**src/rtl/demux_pkg.sv**
```systemverilog
// rtl/demux_pkg.sv - shared constants for the 1-to-2 demultiplexer
package demux_pkg;

    localparam int DATA_W_DEF = 2;
    localparam int CNT_W_DEF  = 4;

    localparam logic LANE0 = 1'b0;
    localparam logic LANE1 = 1'b1;

endpackage

```
**src/rtl/demux_lane.sv**
```systemverilog
// rtl/demux_lane.sv - one output lane: single-entry register, handshake, delivered-word counter
module demux_lane
    import demux_pkg::*;
#(
    parameter int DATA_W = DATA_W_DEF,
    parameter int CNT_W  = CNT_W_DEF
) (
    input  logic              clk,
    input  logic              reset_L,
    input  logic              load,
    input  logic [DATA_W-1:0] din,
    input  logic              ready,
    output logic [DATA_W-1:0] dout,
    output logic              valid,
    output logic              free,
    output logic [CNT_W-1:0]  cnt
);

    logic deliver;

    assign deliver = valid && ready;
    // The slot can take a new word if empty or if its word leaves this cycle.
    assign free    = !valid || ready;

    always_ff @(posedge clk or negedge reset_L) begin
        if (!reset_L) begin
            dout  <= '0;
            valid <= 1'b0;
        end else if (load) begin
            dout  <= din;
            valid <= 1'b1;
        end else if (deliver) begin
            valid <= 1'b0;
        end
    end

    // Wraps modulo 2^CNT_W by natural overflow.
    always_ff @(posedge clk or negedge reset_L) begin
        if (!reset_L) begin
            cnt <= '0;
        end else if (deliver) begin
            cnt <= cnt + CNT_W'(1);
        end
    end

endmodule

```
**src/rtl/demux_mem.sv**
```systemverilog
// rtl/demux_mem.sv - 1-to-2 demultiplexer with manual or round-robin lane choice
module demux_mem
    import demux_pkg::*;
#(
    parameter int DATA_W = DATA_W_DEF,
    parameter int CNT_W  = CNT_W_DEF
) (
    input  logic              clk,
    input  logic              reset_L,
    input  logic [DATA_W-1:0] data_in,
    input  logic              valid_in,
    output logic              ready_out,
    input  logic              selector,
    input  logic              auto_mode,
    output logic [DATA_W-1:0] data_out0,
    output logic              valid_out0,
    input  logic              ready0,
    output logic [DATA_W-1:0] data_out1,
    output logic              valid_out1,
    input  logic              ready1,
    output logic [CNT_W-1:0]  cnt0,
    output logic [CNT_W-1:0]  cnt1
);

    logic rr_sel;
    logic tgt;
    logic free0;
    logic free1;
    logic accept;

    // Input is only as ready as its chosen lane, so words never overtake each other.
    assign tgt       = auto_mode ? rr_sel : selector;
    assign ready_out = (tgt == LANE1) ? free1 : free0;
    assign accept    = valid_in && ready_out;

    always_ff @(posedge clk or negedge reset_L) begin
        if (!reset_L) begin
            rr_sel <= LANE0;
        end else if (accept && auto_mode) begin
            rr_sel <= ~rr_sel;
        end
    end

    demux_lane #(
        .DATA_W (DATA_W),
        .CNT_W  (CNT_W)
    ) u_lane0 (
        .clk     (clk),
        .reset_L (reset_L),
        .load    (accept && (tgt == LANE0)),
        .din     (data_in),
        .ready   (ready0),
        .dout    (data_out0),
        .valid   (valid_out0),
        .free    (free0),
        .cnt     (cnt0)
    );

    demux_lane #(
        .DATA_W (DATA_W),
        .CNT_W  (CNT_W)
    ) u_lane1 (
        .clk     (clk),
        .reset_L (reset_L),
        .load    (accept && (tgt == LANE1)),
        .din     (data_in),
        .ready   (ready1),
        .dout    (data_out1),
        .valid   (valid_out1),
        .free    (free1),
        .cnt     (cnt1)
    );

endmodule

```
**config.mk**
```make
export PLATFORM = sky130hd
export DESIGN_NAME = demux_mem
export DESIGN_NICKNAME = d
export VERILOG_FILES = /design/src/rtl/demux_pkg.sv /design/src/rtl/demux_lane.sv /design/src/rtl/demux_mem.sv
export SDC_FILE = /design/constraint.sdc
export NUM_CORES = 1
export LEC_CHECK = 0
export ABC_CLOCK_PERIOD_IN_PS = 1400
export BUFFER_PORTS_ARGS = -buffer_cell sky130_fd_sc_hd__buf_2
export CAP_MARGIN = 10
export CORE_MARGIN = 3
export CORE_UTILIZATION = 46
export CTS_CLUSTER_DIAMETER = 100
export DETAILED_ROUTE_END_ITERATION = 10
export PLACE_DENSITY = 0.74
export SKIP_LAST_GASP = 1
export SLEW_MARGIN = 40
export SYNTH_ARGS = -nofsm -noshare
export SYNTH_HDL_FRONTEND = slang
export SYNTH_SLANG_ARGS = --single-unit
```
**constraint.sdc**
```tcl
create_clock -name clk -period 1.4 [get_ports clk]
set_input_delay 0.28 -clock clk [delete_from_list [all_inputs] [get_ports clk]]
set_output_delay 0.28 -clock clk [all_outputs]
set_load 0.05 [all_outputs]
```
* Yosys cells after proc, flatten, opt, wreduce, memory -nomap -nowiden
Index checks and enable logic that the tools add are counted.
W data, S select, Z words.
** Word-level totals
- Register bits after elaboration :: 15
- Logic and storage cells :: 29
- Output and inout port bits :: 15
** Cells by class
- Muxes and demuxes :: 6
- Reductions and logical operators :: 12
- Bitwise logic cells :: 2
- Add/sub/neg operators :: 2
** Operators with widths (count)
- $add A4 B1 Y4 const B :: 2
- $logic_and A1 B1 Y1 :: 6
- $mux W1 :: 6
- $reduce_bool A2 Y1 :: 2
- $logic_not A1 Y1 :: 2
- $logic_or A1 B1 Y1 :: 2
- $not A1 Y1 :: 2

* Depth between registers and ports, before layout
- Depth after elaboration :: 6
- Gate-level depth with buffers :: 3
- Gate-level depth less buffers :: 3

* By module
Synthesis repeated with hierarchy kept, for this count alone.
** Second synthesis, totals
- Cells, all modules :: 48
- Area, all modules :: 646.9 sq um
** Modules (own cells, without submodules)
- demux_lane :: cells each 20, area each 285.3 sq um, seq. area each 175.2 sq um, instances 2
- demux_mem :: cells each 8, area each 76.3 sq um, seq. area each 25.0 sq um, instances 1

* Worst setup path after synthesis
No wires, ideal clock.
- Path kind :: register to output
- Start :: register u_lane1.valid
- End :: output ready_out
- Data arrival time :: 1.361 ns
- Stages on the path, launching flop included :: 3
- Setup slack :: -0.241 ns
- Path through :: dfrtp_1 or2b_1 mux2_2
** Between the ends
- Word-level cells in the longest chain between the ends :: 3
** RTL lines
- from (decl) :: RTL line demux_lane.sv:14 : output logic valid,
- from (signal assigned) :: RTL line demux_lane.sv:28 : valid <= 1'b0;
- from (signal assigned) :: RTL line demux_lane.sv:31 : valid <= 1'b1;
- from (signal assigned) :: RTL line demux_lane.sv:33 : valid <= 1'b0;
- $logic_not A1 Y1 :: RTL line demux_lane.sv:23 : assign free = !valid || ready;
- $logic_or A1 B1 Y1 :: RTL line demux_lane.sv:23
- $mux W1 :: RTL line demux_mem.sv:33 : assign ready_out = (tgt == LANE1) ? free1 : free0;
- to (decl) :: RTL line demux_mem.sv:12 : output logic ready_out,
No other way between the ends.

* Final worst setup path
- Start :: register rr_sel
- End :: output ready_out
** Between the ends
- Word-level cells in the longest chain between the ends :: 2
** RTL lines
- from (decl) :: RTL line demux_mem.sv:25 : logic rr_sel;
- from (signal assigned) :: RTL line demux_mem.sv:40 : rr_sel <= ~rr_sel;
- $mux W1 :: RTL line demux_mem.sv:32 : assign tgt = auto_mode ? rr_sel : selector;
- $mux W1 :: RTL line demux_mem.sv:33
No other way between the ends.

==> run metrics <==
Tcrit/Tclk final=115%; Core ar.=1220 um^2; Seq/Total Area, Yosys=57.4%; largest family of logic cells by synthesized area=multiplexers; simple-gate portion of the synthesized area=13.2%; TritonCTS clock tree=built; DRT antenna net count=0; unrepaired setup endpoints after global routing=yes; failing checks=setup timing; most frequent cells in the layout=buf_2 (22), dfrtp_1 (13), mux2_4 (5), buf_4 (5); first-pass detailed-route iteration total=4; boundary pin count=24; Detailed Route Iter0 Violations=5; Syn Inst Count=47; post-route cell area=888 um^2; vias per cell=4.96; Setup Skew=1.91 ps; CP peak stage delay=390 ps; Max-cap violations=0; R2R depth=4; Max transition margin=77.9%; crit path max fanout=2; Mapped Area=654 um^2; die area=1910 um^2; Final min period=1610 ps; final wirelength=1170 um; worst hold margin=263 ps; post-synthesis xor/xnor area fraction=8.03%; initial antenna violation count=0; H-tree lvl count=1; area grow syn2layout=35.8%; DIE HEIGHT=43.7 um; commonest non-fill, non-tap cell in the layout=buf_2; synthesis-stage register bit count=15; Max VDD drop=1580 uV; Worst Tran Pin Value=331 ps; mux contribution to synthesized area=15.3%; pin count of the biggest net entering global routing=16; Post-route DRC=0; total gr overflow=0; CTS Sinks=15; critical path arrival=1330 ps; dpl hpwl=886 um; Worst Setup Path Type=flop to output port; fmax=623 MHz; worst setup margin=-206 ps; ant diodes=0; Crit. End Element=output port; Yosys warnings=0; library cells used by synthesis=17; IO buf count=23; first-pass GRT wire length=2000 um; clk slew on worst S/H paths=80 ps; total track usage=13.9%; Leak=0.452 nW; Crit-path slowest cell=dfrtp_1; RD Place Congestion=0.756; Clock Tree Root=clkbuf_4; post-detailed-route wirelength per cell=12.4 um; post-synthesis adder-cell area fraction=3.82%; nets@finish=92; die width=43.7 um; fin. max-slew vios=0; clk buf depth=2; total CTS buffers=3; post-synthesis compound-gate area fraction=2.29%; Hold Path Stages=2; critical path required time=1120 ps; worst skew pair latency=270 ps; vias post-DR=466; type of the most critical hold path=input pin to flop; Avg Cell Area, Syn=13.9 um^2; row count=12; CP startpoint kind=flop; Final Setup Violations=1; CP cell instances=mux2i_2 > mux2_4 > buf_6; Fin. Hold Viols=0; run status=finished, violations left; Initial Util=53.8%; DP Area=831 um^2; pwr/cell area=2490 nW/um^2; Synthesized Nets=58; number of global-route vias before repair=465; share of cells above drive strength 1=53.8%
==> state kept, by name, indices dropped and copies added (netlist names) <==
signal         count
u_lane1.dout       2
u_lane1.cnt        4
rr_sel             1
u_lane0.dout       2
u_lane0.cnt        4
u_lane1.valid      1
u_lane0.valid      1
==> cells by family after synthesis <==
kind of cell / count (synthesis)
DFF: 15
xor gates and xnor gates: 6
muxes: 8
adders and majority gates: 2
AOI/OAI and AO/OA: 2
and+or+nand+nor: 14
==> stage by stage <==
| stage | worst slack, ps | setup TNS, ps | instances | utilization (%) | total power, mW |
|---|---|---|---|---|---|
| after floorplan | -78.4 | -78.4 | 47 | - | 1.66 |
| after global placement | -22.3 | -22.3 | 89 | 68.3 | 1.95 |
| after detailed placement | -36.6 | -36.6 | 89 | 68.3 | 1.96 |
| after CTS | -218 | -218 | 95 | 72.4 | 2.22 |
| after global routing | -289 | -289 | 94 | 73.0 | 2.35 |
| final | -206 | -206 | 94 | 73.0 | 2.22 |
==> Yosys cell counts <==
master / n / area share, %
a31oi_1: 1 / 0.96
a41oi_1: 1 / 1.3
dfrtp_1: 15 / 57
ha_1: 2 / 3.8
mux2_1: 2 / 3.4
mux2_2: 3 / 5.2
mux2_4: 2 / 4.6
mux2i_2: 1 / 2.1
nand2_1: 4 / 2.3
nand2b_1: 1 / 0.96
nand3_1: 4 / 3.1
nand3_2: 1 / 1.5
nand3b_4: 1 / 3.1
nor2_1: 2 / 1.1
or2b_1: 1 / 1.1
xnor2_1: 4 / 5.4
xor2_1: 2 / 2.7
==> report_power, final <==
part | total, mW | switching, mW | internal, mW
sequential | 0.758 | 0.142 | 0.617
combinational | 1.23 | 0.848 | 0.378
clock | 0.232 | 0.122 | 0.110
total | 2.22 | 1.11 | 1.11
==> worst max-delay path, delay by kind of cell, from the launching register on <==
| family | cells | cell delay [ps] |
|---|---|---|
| mux | 2 | 520 |
| buf+inv | 1 | 150 |
| flops | 1 | 390 |
==> cell type report <==
class,count,area [um^2]
flip-flops and latches,15,378
repair buffers,29,169
multi-input cells,32,298
fillers,96,328
clock buffers,4,26.3
well taps,14,17.5
==> per-layer routing <==
metal  GRT usage, %  share of wire [%]  vias to the layer above
li1               -                  -                      231
met1           17.1                 43                      224
met2           22.7                 52                       11
met3           4.15                5.4                        0
met4           5.42                  0                        0
met5              0                  0                        -
==> path summary, 6_finish.rpt <==
| kind | from | endpoint | slack (ps) |
|---|---|---|---|
| worst max-delay path | rr_sel$_DFFE_PN0P_ | ready_out | -210 |
| worst min-delay path | data_in[1] | u_lane1.dout[1]$_DFFE_PN0P_ | 260 |
| worst max register to register | rr_sel$_DFFE_PN0P_ | u_lane1.dout[0]$_DFFE_PN0P_ | 100 |
| worst min register to register | u_lane1.cnt[3]$_DFFE_PN0P_ | u_lane1.cnt[3]$_DFFE_PN0P_ | 460 |
| max in group asynchronous | reset_L | u_lane1.valid$_DFFE_PN0P_ | 700 |
| min in group asynchronous | reset_L | u_lane1.dout[1]$_DFFE_PN0P_ | 440 |
==> timing repair <==
item,4_1_cts,5_1_grt
endpoints found under the setup margin,1,5
gates resized for setup,2,3
endpoints found under the hold margin,15,0
setup buffers,1,1
hold buffers,1,0
(Power assumes the default switching activity.)
